### src/rtl/narb_rr_sched.sv
// narb_rr_sched: round-robin NoC arbiter with packet locking and credit-based downstream flow control.
// Optional feature macro: NARB_BCONT_PRIO_EN gives requester 0 (bcont) absolute priority in IDLE arbitration.
module narb_rr_sched #(
  parameter int DATA_WIDTH   = 16,
  parameter int NUM_REQ      = 4,
  parameter int CREDITS      = 4,
  parameter int LOG2_CREDITS = 2
) (
  input  logic                          clk,
  input  logic                          rst,
  input  logic [NUM_REQ-1:0]            req_valid_i,
  input  logic [NUM_REQ-1:0]            req_last_i,
  input  logic [NUM_REQ*DATA_WIDTH-1:0] req_data_i,
  output logic [NUM_REQ-1:0]            req_ready_o,
  input  logic                          credit_i,
  output logic [DATA_WIDTH-1:0]         noc_o,
  output logic                          noc_valid_o,
  output logic                          noc_last_o,
  output logic [NUM_REQ-1:0]            grant_o,
  output logic [LOG2_CREDITS:0]         credit_cnt_o,
  output logic                          ovf_o
);

  localparam int PTR_W = (NUM_REQ > 1) ? $clog2(NUM_REQ) : 1;
  localparam int CNT_W = LOG2_CREDITS + 1;
  localparam logic [CNT_W-1:0] CNT_FULL = CNT_W'(CREDITS);
  localparam logic [PTR_W-1:0] PTR_LAST = PTR_W'(NUM_REQ - 1);

  typedef enum logic {
    IDLE = 1'b0,
    BUSY = 1'b1
  } state_t;

  state_t             state_q, state_d;
  logic [PTR_W-1:0]   rr_ptr_q, rr_ptr_d;
  logic [PTR_W-1:0]   owner_q, owner_d;
  logic [NUM_REQ-1:0] grant_d;
  logic [PTR_W-1:0]   pick_idx, cand;
  logic               pick_found;
  logic               bcont_win;
  logic               credit_avail;
  logic               beat_acc;
  logic               beat_last;
  logic [DATA_WIDTH-1:0] beat_data;

`ifdef NARB_BCONT_PRIO_EN
  assign bcont_win = req_valid_i[0];
`else
  assign bcont_win = 1'b0;
`endif

  // Valid/ready: a beat moves on a rising edge where req_valid_i[i] && req_ready_o[i];
  // ready depends only on grant and credits, never on valid.
  assign credit_avail = (credit_cnt_o != '0);
  assign req_ready_o  = (state_q == BUSY && credit_avail) ? grant_o : '0;
  assign beat_acc     = |(req_valid_i & req_ready_o);
  assign beat_last    = req_last_i[owner_q];
  assign beat_data    = req_data_i[int'(owner_q)*DATA_WIDTH +: DATA_WIDTH];

  // First valid requester at or above rr_ptr, wrapping around.
  always_comb begin
    pick_found = 1'b0;
    pick_idx   = '0;
    cand       = '0;
    for (int k = 0; k < NUM_REQ; k++) begin
      cand = PTR_W'((int'(rr_ptr_q) + k) % NUM_REQ);
      if (!pick_found && req_valid_i[cand]) begin
        pick_found = 1'b1;
        pick_idx   = cand;
      end
    end
  end

  always_comb begin
    state_d  = state_q;
    rr_ptr_d = rr_ptr_q;
    owner_d  = owner_q;
    grant_d  = grant_o;
    case (state_q)
      IDLE: begin
        grant_d = '0;
        if (bcont_win) begin
          state_d    = BUSY;
          owner_d    = '0;
          grant_d[0] = 1'b1;
        end else if (pick_found) begin
          state_d           = BUSY;
          owner_d           = pick_idx;
          grant_d[pick_idx] = 1'b1;
          rr_ptr_d          = (pick_idx == PTR_LAST) ? '0 : pick_idx + 1'b1;
        end
      end
      BUSY: begin
        if (beat_acc && beat_last) begin
          state_d = IDLE;
          grant_d = '0;
        end
      end
      default: begin
        state_d = IDLE;
        grant_d = '0;
      end
    endcase
  end

  always_ff @(posedge clk) begin
    if (!rst) begin
      state_q  <= IDLE;
      rr_ptr_q <= '0;
      owner_q  <= '0;
      grant_o  <= '0;
    end else begin
      state_q  <= state_d;
      rr_ptr_q <= rr_ptr_d;
      owner_q  <= owner_d;
      grant_o  <= grant_d;
    end
  end

  // Output flit register and credit bookkeeping; an extra credit at full count is dropped.
  always_ff @(posedge clk) begin
    if (!rst) begin
      noc_valid_o  <= 1'b0;
      noc_o        <= '0;
      noc_last_o   <= 1'b0;
      credit_cnt_o <= CNT_FULL;
      ovf_o        <= 1'b0;
    end else begin
      noc_valid_o <= beat_acc;
      if (beat_acc) begin
        noc_o      <= beat_data;
        noc_last_o <= beat_last;
      end
      if (beat_acc && !credit_i) begin
        credit_cnt_o <= credit_cnt_o - 1'b1;
      end else if (!beat_acc && credit_i) begin
        if (credit_cnt_o == CNT_FULL) begin
          ovf_o <= 1'b1;
        end else begin
          credit_cnt_o <= credit_cnt_o + 1'b1;
        end
      end
    end
  end

endmodule

### config.mk
export PLATFORM = sky130hd
export DESIGN_NAME = narb_rr_sched
export DESIGN_NICKNAME = d
export VERILOG_FILES = /design/src/rtl/narb_rr_sched.sv
export SDC_FILE = /design/constraint.sdc
export NUM_CORES = 1
export LEC_CHECK = 0
export ABC_AREA = 1
export CAP_MARGIN = 20
export CORE_ASPECT_RATIO = 0.6
export CORE_MARGIN = 8
export CORE_UTILIZATION = 43
export DETAILED_ROUTE_END_ITERATION = 16
export GPL_TIMING_DRIVEN = 0
export HOLD_SLACK_MARGIN = 0.15
export PLACE_DENSITY = 0.86
export SYNTH_ARGS = -nofsm -noshare
export SYNTH_HDL_FRONTEND = slang
export SYNTH_SLANG_ARGS = --single-unit
### constraint.sdc
create_clock -name clk -period 4.8 [get_ports clk]
set_input_delay 0.48 -clock clk [delete_from_list [all_inputs] [get_ports clk]]
set_output_delay 0.48 -clock clk [all_outputs]
set_load 0.02 [all_outputs]
==> results.yml, run 1 <==
final_layout:
  area_delta_synth_final_pct: 58.2
  drive_above_1_share_pct: 7.08
  final_util_pct: 70.4
  nFillCells: 406
  layout.nets: 507
  num_antenna_cells: 0
global_route:
  overflow: 0
  grt_antenna_before_repair: 0
  grtUsageMet1_pct: 23.1
  grt_pass1_vias: 2516
  grt_pass1_wl_um: 11500
  grt_busiest_layer: "met2"
  use_met2_pct: 28.4
  grt_use_met3_pct: 8.91
  track_usage_pct: 18.6
  grt_max_degree: 11
timing:
  finalHoldViolations: 0
  tightest_slew_ns: 0.497
  finalClockSkew_ns: 0.00303
  max_freq_mhz: 376
  fin_crit_sh_pct: 55.4
  rsz0062_at_grt: "false"
  max-slew-margin-rel_pct: 66.9
  slew_violations: 0
  setup_tns_ns: 0
  worst_slack_ns: 2.14
  fin_crit_ns: 2.66
  setup_viol: 0
worst_setup_path:
  reg2regPathDepth: 13
  worstSetupPathType: "input pin to flip-flop"
  crit_required_ns: 4.96
  crit_start: "req_valid_i[1]"
  crit_arrival_ns: 2.82
  start_kind: "input pin"
  r2r_start: "credit_cnt_o[2]"
  end_kind: "flip-flop"
  crit_fanout: 10
hold_path:
  hold-path-cell-count: 2
  hold_path.class: "flip-flop to flip-flop"
  min-delay-start: "ovf_o"
logic_synthesis:
  synth_ff_type: "dfxtp_1"
  syn_nets: 397
  netlist.area_leader.share_pct: 30.5
  synth-seq-cells: 31
  syn_avg_cell_area_um2: 6.45
  yosys_warnings: 0
  synth_common_cells: "72 x nor2_1, 55 x o21ai_0, 40 x nand2_1"
  ys_types: 25
  syn_area_mm2: 0.00203
  netlist_instances: 315
  synth.area.top_cells: "dfxtp_1 31%, o21ai_0 14%, nor2_1 13%"
  synthArstFlopShare_pct: 0
  synth-edff-count: 0
  yosysTopAreaCell: "dfxtp_1"
  yosysMostFrequentCell: "nor2_1"
  yosysSeqAreaShare_pct: 30.5
route:
  postRouteAntennaNets: 0
  drc_errors: 0
  wl_per_cell_um: 14.4
  first_pass_iters: 7
  viasPerCell: 5.16
  vias: 2515
  drt_iter0_drc: 123
  wl_um: 7000
floorplan:
  core_mm2: 0.00456
  start_util_pct: 44.5
  die_area_mm2: 0.00725
  ios: 105
  chipWidth_um: 105
  fp-row-count: 19
  fp.dieH_um: 69.2
cts:
  cts_tree: "built"
  h-tree-depth: 2
  clk_latency_ns: 0.28
  cts_setup_buffers: 0
  numCtsBuffers: 5
  cts_resized: 0
  clockBufferDepth: 2
  clk_pin_slew_worst_paths_ns: 0.06
  clock-sinks: 31
  clockRootBuffer: "clkbuf_8"
  cts_hold_buf: 0
placed_design:
  dpl.hpwl_um: 5710
  port_buffers: 103
  pre_cts_slack_ns: 1.85
  place_congestion: 0.822
power:
  powerDensity_mw_per_mm2: 503
  power_leakage_uw: 0.00133
  ir_worst_vdd_v: 0.000290
status:
  run_status: "completed"
flow_run:
  max_cap_viol_count: 0
==> worst max-delay path: stages <==
cell and delay [ns]:
clkdlybuf4s50_1 0.54, nand4_1 0.16, nand4_4 0.20, buf_2 0.25, ha_1 0.21, inv_1 0.07
fa_1 0.38, xor2_1 0.16, o21ai_0 0.15, inv_1 0.05, nor2_1 0.08, o31ai_1 0.07
==> cells in the final DEF, fill, tap and decap left out <==
master           instances
a21oi_1                 15
buf_1                    2
buf_2                    5
buf_6                    2
clkbuf_1                 8
clkbuf_8                 5
clkdlybuf4s50_1        103
dfxtp_1                 31
fa_1                     1
ha_1                     6
inv_1                   26
inv_2                    2
inv_4                    1
nand2_1                 40
nand2_2                  6
nand2_4                  2
nand3_1                  9
nand3_2                  4
nand4_1                  7
nand4_4                  1
nor2_1                  72
nor2_4                   1
o21ai_0                 55
o21ai_2                  1
o22ai_1                 17
o31ai_1                  1
xor2_1                   1
==> power by group <==
| group | total, uW | leakage [uW] | switching, uW | internal, uW |
|---|---|---|---|---|
| sequential | 392 | 0.000253 | 54.1 | 338 |
| combinational | 1040 | 0.00104 | 630 | 411 |
| clock | 183 | 0.0000371 | 86.9 | 96.3 |
| total | 1620 | 0.00133 | 771 | 845 |
==> per-layer routing <==
layer / part of all wire, % / vias to the layer above / wire (um)
li1: - / 1261 / -
met1: 44 / 1144 / 3080
met2: 43 / 104 / 3030
met3: 12 / 6 / 837
met4: 0.74 / 0 / 52
met5: 0 / - / 0
==> per-stage QoR <==
step / total power (uW) / hold slack (ns) / instances / cell area, um^2
final: 1620 / 0.464 / 487 / 3210
after global routing: 1760 / 0.495 / 487 / 3210
after CTS: 1620 / 0.459 / 487 / 3210
after detailed placement: 1430 / 0.450 / 481 / 3140
after global placement: 1400 / 0.443 / 481 / 3140
after floorplan: 1070 / 0.526 / 315 / 2030
==> layout make-up <==
type | instances | area [um^2] | area share (%)
multi-input cells | 239 | 1220 | 37.9
repair buffers | 103 | 1030 | 32.1
flip-flops and latches | 31 | 621 | 19.3
inverters | 29 | 111 | 3.46
plain buffers | 16 | 81.3 | 2.53
well taps | 63 | 78.8 | 2.45
clock buffers | 6 | 72.6 | 2.26
==> registers in the layout (all words and copies together), names as in the netlist <==
signal / flops
credit_cnt_o: 3
ovf_o: 1
noc_o: 16
noc_valid_o: 1
state_q: 1
owner_q: 2
noc_last_o: 1
grant_o: 4
rr_ptr_q: 2
==> kinds of logic after synthesis <==
family / Yosys count / synth area share, %
xor gates and xnor gates: 1 / 0.431
and+or+nand+nor: 142 / 31.6
adders and majority gates: 7 / 4.68
DFF: 31 / 30.5
buffers and inverters: 45 / 9.48
AOI/OAI and AO/OA: 89 / 23.3
==> path summary, 6_finish.rpt <==
check,slack (ns),to
worst min-delay path,0.46,ovf_o
worst max-delay path,2.14,credit_cnt_o[2]
worst min register to register,0.46,ovf_o
worst max register to register,2.27,credit_cnt_o[2]
(Power assumes the default switching activity.)
==> run 2, diff against run 1 <==
--- a/config.mk
+++ b/config.mk
@@ -9,11 +9,11 @@
 export CAP_MARGIN = 20
 export CORE_ASPECT_RATIO = 0.6
 export CORE_MARGIN = 8
-export CORE_UTILIZATION = 43
+export CORE_UTILIZATION = 40
 export DETAILED_ROUTE_END_ITERATION = 16
 export GPL_TIMING_DRIVEN = 0
 export HOLD_SLACK_MARGIN = 0.15
-export PLACE_DENSITY = 0.86
+export PLACE_DENSITY = 0.81
 export SYNTH_ARGS = -nofsm -noshare
 export SYNTH_HDL_FRONTEND = slang
 export SYNTH_SLANG_ARGS = --single-unit
==> constraint.sdc (replaced) <==
create_clock -name clk -period 2.57 [get_ports clk]
set_input_delay 0.257 -clock clk [delete_from_list [all_inputs] [get_ports clk]]
set_output_delay 0.257 -clock clk [all_outputs]
set_load 0.02 [all_outputs]
==> results.yml, run 2 (synthesis results as in run 1) <==
cts:
  clock-sinks: 31
  clockBufferDepth: 2
  cts_resized: 0
  h-tree-depth: 2
  clk_latency_ns: 0.29
  clk_pin_slew_worst_paths_ns: 0.06
  cts_hold_buf: 0
  clockRootBuffer: "clkbuf_8"
  cts_tree: "built"
  cts_setup_buffers: 0
  numCtsBuffers: 5
global_route:
  grt_pass1_wl_um: 11700
  overflow: 0
  grt_max_degree: 11
  grt_pass1_vias: 2416
  track_usage_pct: 18.7
  grt_antenna_before_repair: 0
route:
  viasPerCell: 5.15
  first_pass_iters: 5
  postRouteAntennaNets: 0
  drt_iter0_drc: 150
  vias: 2522
  drc_errors: 0
  wl_per_cell_um: 14.7
  wl_um: 7190
timing:
  fin_crit_ns: 2.38
  finalClockSkew_ns: 0.00394
  finalHoldViolations: 0
  setup_tns_ns: 0
  max-slew-margin-rel_pct: 65.2
  rsz0062_at_grt: "false"
  max_freq_mhz: 420
  tightest_slew_ns: 0.522
  slew_violations: 0
  fin_crit_sh_pct: 92.7
  setup_viol: 0
floorplan:
  fp-row-count: 20
  ios: 105
  fp.dieH_um: 71.2
  chipWidth_um: 108
  core_mm2: 0.00498
  start_util_pct: 40.8
  die_area_mm2: 0.00769
final_layout:
  final_util_pct: 64.8
  regMostFlops: "noc_o"
  drive_above_1_share_pct: 7.31
  area_delta_synth_final_pct: 58.9
  largest_register_ffs: 16
  layout_commonest_cell: "clkdlybuf4s50_1"
  layout_common_cells: "103 x clkdlybuf4s50_1, 72 x nor2_1, 55 x o21ai_0"
  fin_cells: 490
  layout.nets: 506
  num_antenna_cells: 0
  largestRegisters: "noc_o: 16 flops, grant_o: 4 flops, credit_cnt_o: 3 flops"
hold_path:
  min_to: "rr_ptr_q[0]"
  hold_path.class: "input pin to flip-flop"
  min-delay-start: "rst"
  hold-path-cell-count: 3
worst_setup_path:
  crit_arrival_ns: 2.56
  start_kind: "flip-flop"
  rrSetupSlack_ns: 0.19
  crit_start: "credit_cnt_o[2]"
  crit_fanout: 19
  reg2regPathDepth: 12
  r2r-end: "credit_cnt_o[2]"
  path_delay_family: "simple AND/OR/NAND/NOR gates"
  worstSetupPathType: "flip-flop to flip-flop"
  path_buf_inv: 3
  path_common_cell: "inv_1"
  crit_required_ns: 2.75
  end_kind: "flip-flop"
  r2r_start: "credit_cnt_o[2]"
  slowest_delay_ns: 0.45
  cpMaxStageDelayCell: "dfxtp_1"
  cp_cell_sequence: "inv_1 -> nand3_2 -> nand4_1 -> nand4_4 -> ha_1 -> inv_1 -> fa_1 -> xor2_1 -> o21ai_0 -> inv_1 -> nor2_1 -> o31ai_1"
placed_design:
  dp.cells: 484
  dpl.hpwl_um: 5810
  port_buffers: 103
  place_congestion: 0.909
power:
  powerDensity_mw_per_mm2: 955
  ir_worst_vdd_v: 0.000586
  power_leakage_uw: 0.00134
flow_run:
  max_cap_viol_count: 0
status:
  run_status: "completed"
[run 2: cell count changes in the layout (fill, tap and decap cells not counted)]
cell,change
clkbuf_1,-1
buf_2,-1
clkbuf_8,+1
clkinv_2,+1
[run 2: worst max-delay path by stage]
stage,endpoint,cells past startpoint
finish,credit_cnt_o[2],12
global route,credit_cnt_o[2],12
CTS,credit_cnt_o[2],13
detailed placement,credit_cnt_o[2],12
global placement,credit_cnt_o[2],12
floorplan,credit_cnt_o[2],13
[run 2: routing by layer]
layer | GRT usage (%) | wire [um]
met1 | 23.8 | 3270
met2 | 28.4 | 3000
met3 | 8.06 | 878
met4 | 4.28 | 42
met5 | 0 | 0
[run 2: power by group]
group	internal (uW)	switching, uW
clock network	210	181
registers	632	106
logic	762	1190
[run 2: final cells by class]
cell class / instances / area, um^2
Timing Repair Buffer: 103 / 1030
Buffer: 15 / 76.3
Fill cell: 479 / 1750
Sequential cell: 31 / 621
Clock inverter: 1 / 5.00
Inverter: 29 / 111
Clock buffer: 6 / 82.6
Tap cell: 66 / 82.6
Multi-Input combinational cell: 239 / 1220
[run 2: worst reg2reg max path: stages (launching register included)]
cell and delay, ns:
dfxtp_1 0.45, inv_1 0.08, nand3_2 0.13, nand4_1 0.14, nand4_4 0.26, ha_1 0.24
inv_1 0.07, fa_1 0.38, xor2_1 0.16, o21ai_0 0.16, inv_1 0.05, nor2_1 0.08
o31ai_1 0.07
[run 2: through the flow]
stage          power [uW]  setup slack, ns  hold slack, ns  instance area, um^2
6_report             3080            0.188           0.341                 3230
3_3_place_gp         2640           -0.109           0.447                 3150
4_1_cts              3090           0.0126           0.337                 3230
3_5_place_dp         2690           -0.158           0.445                 3150
5_1_grt              3350           0.0118           0.370                 3230
2_1_floorplan        1990            0.196           0.526                 2030
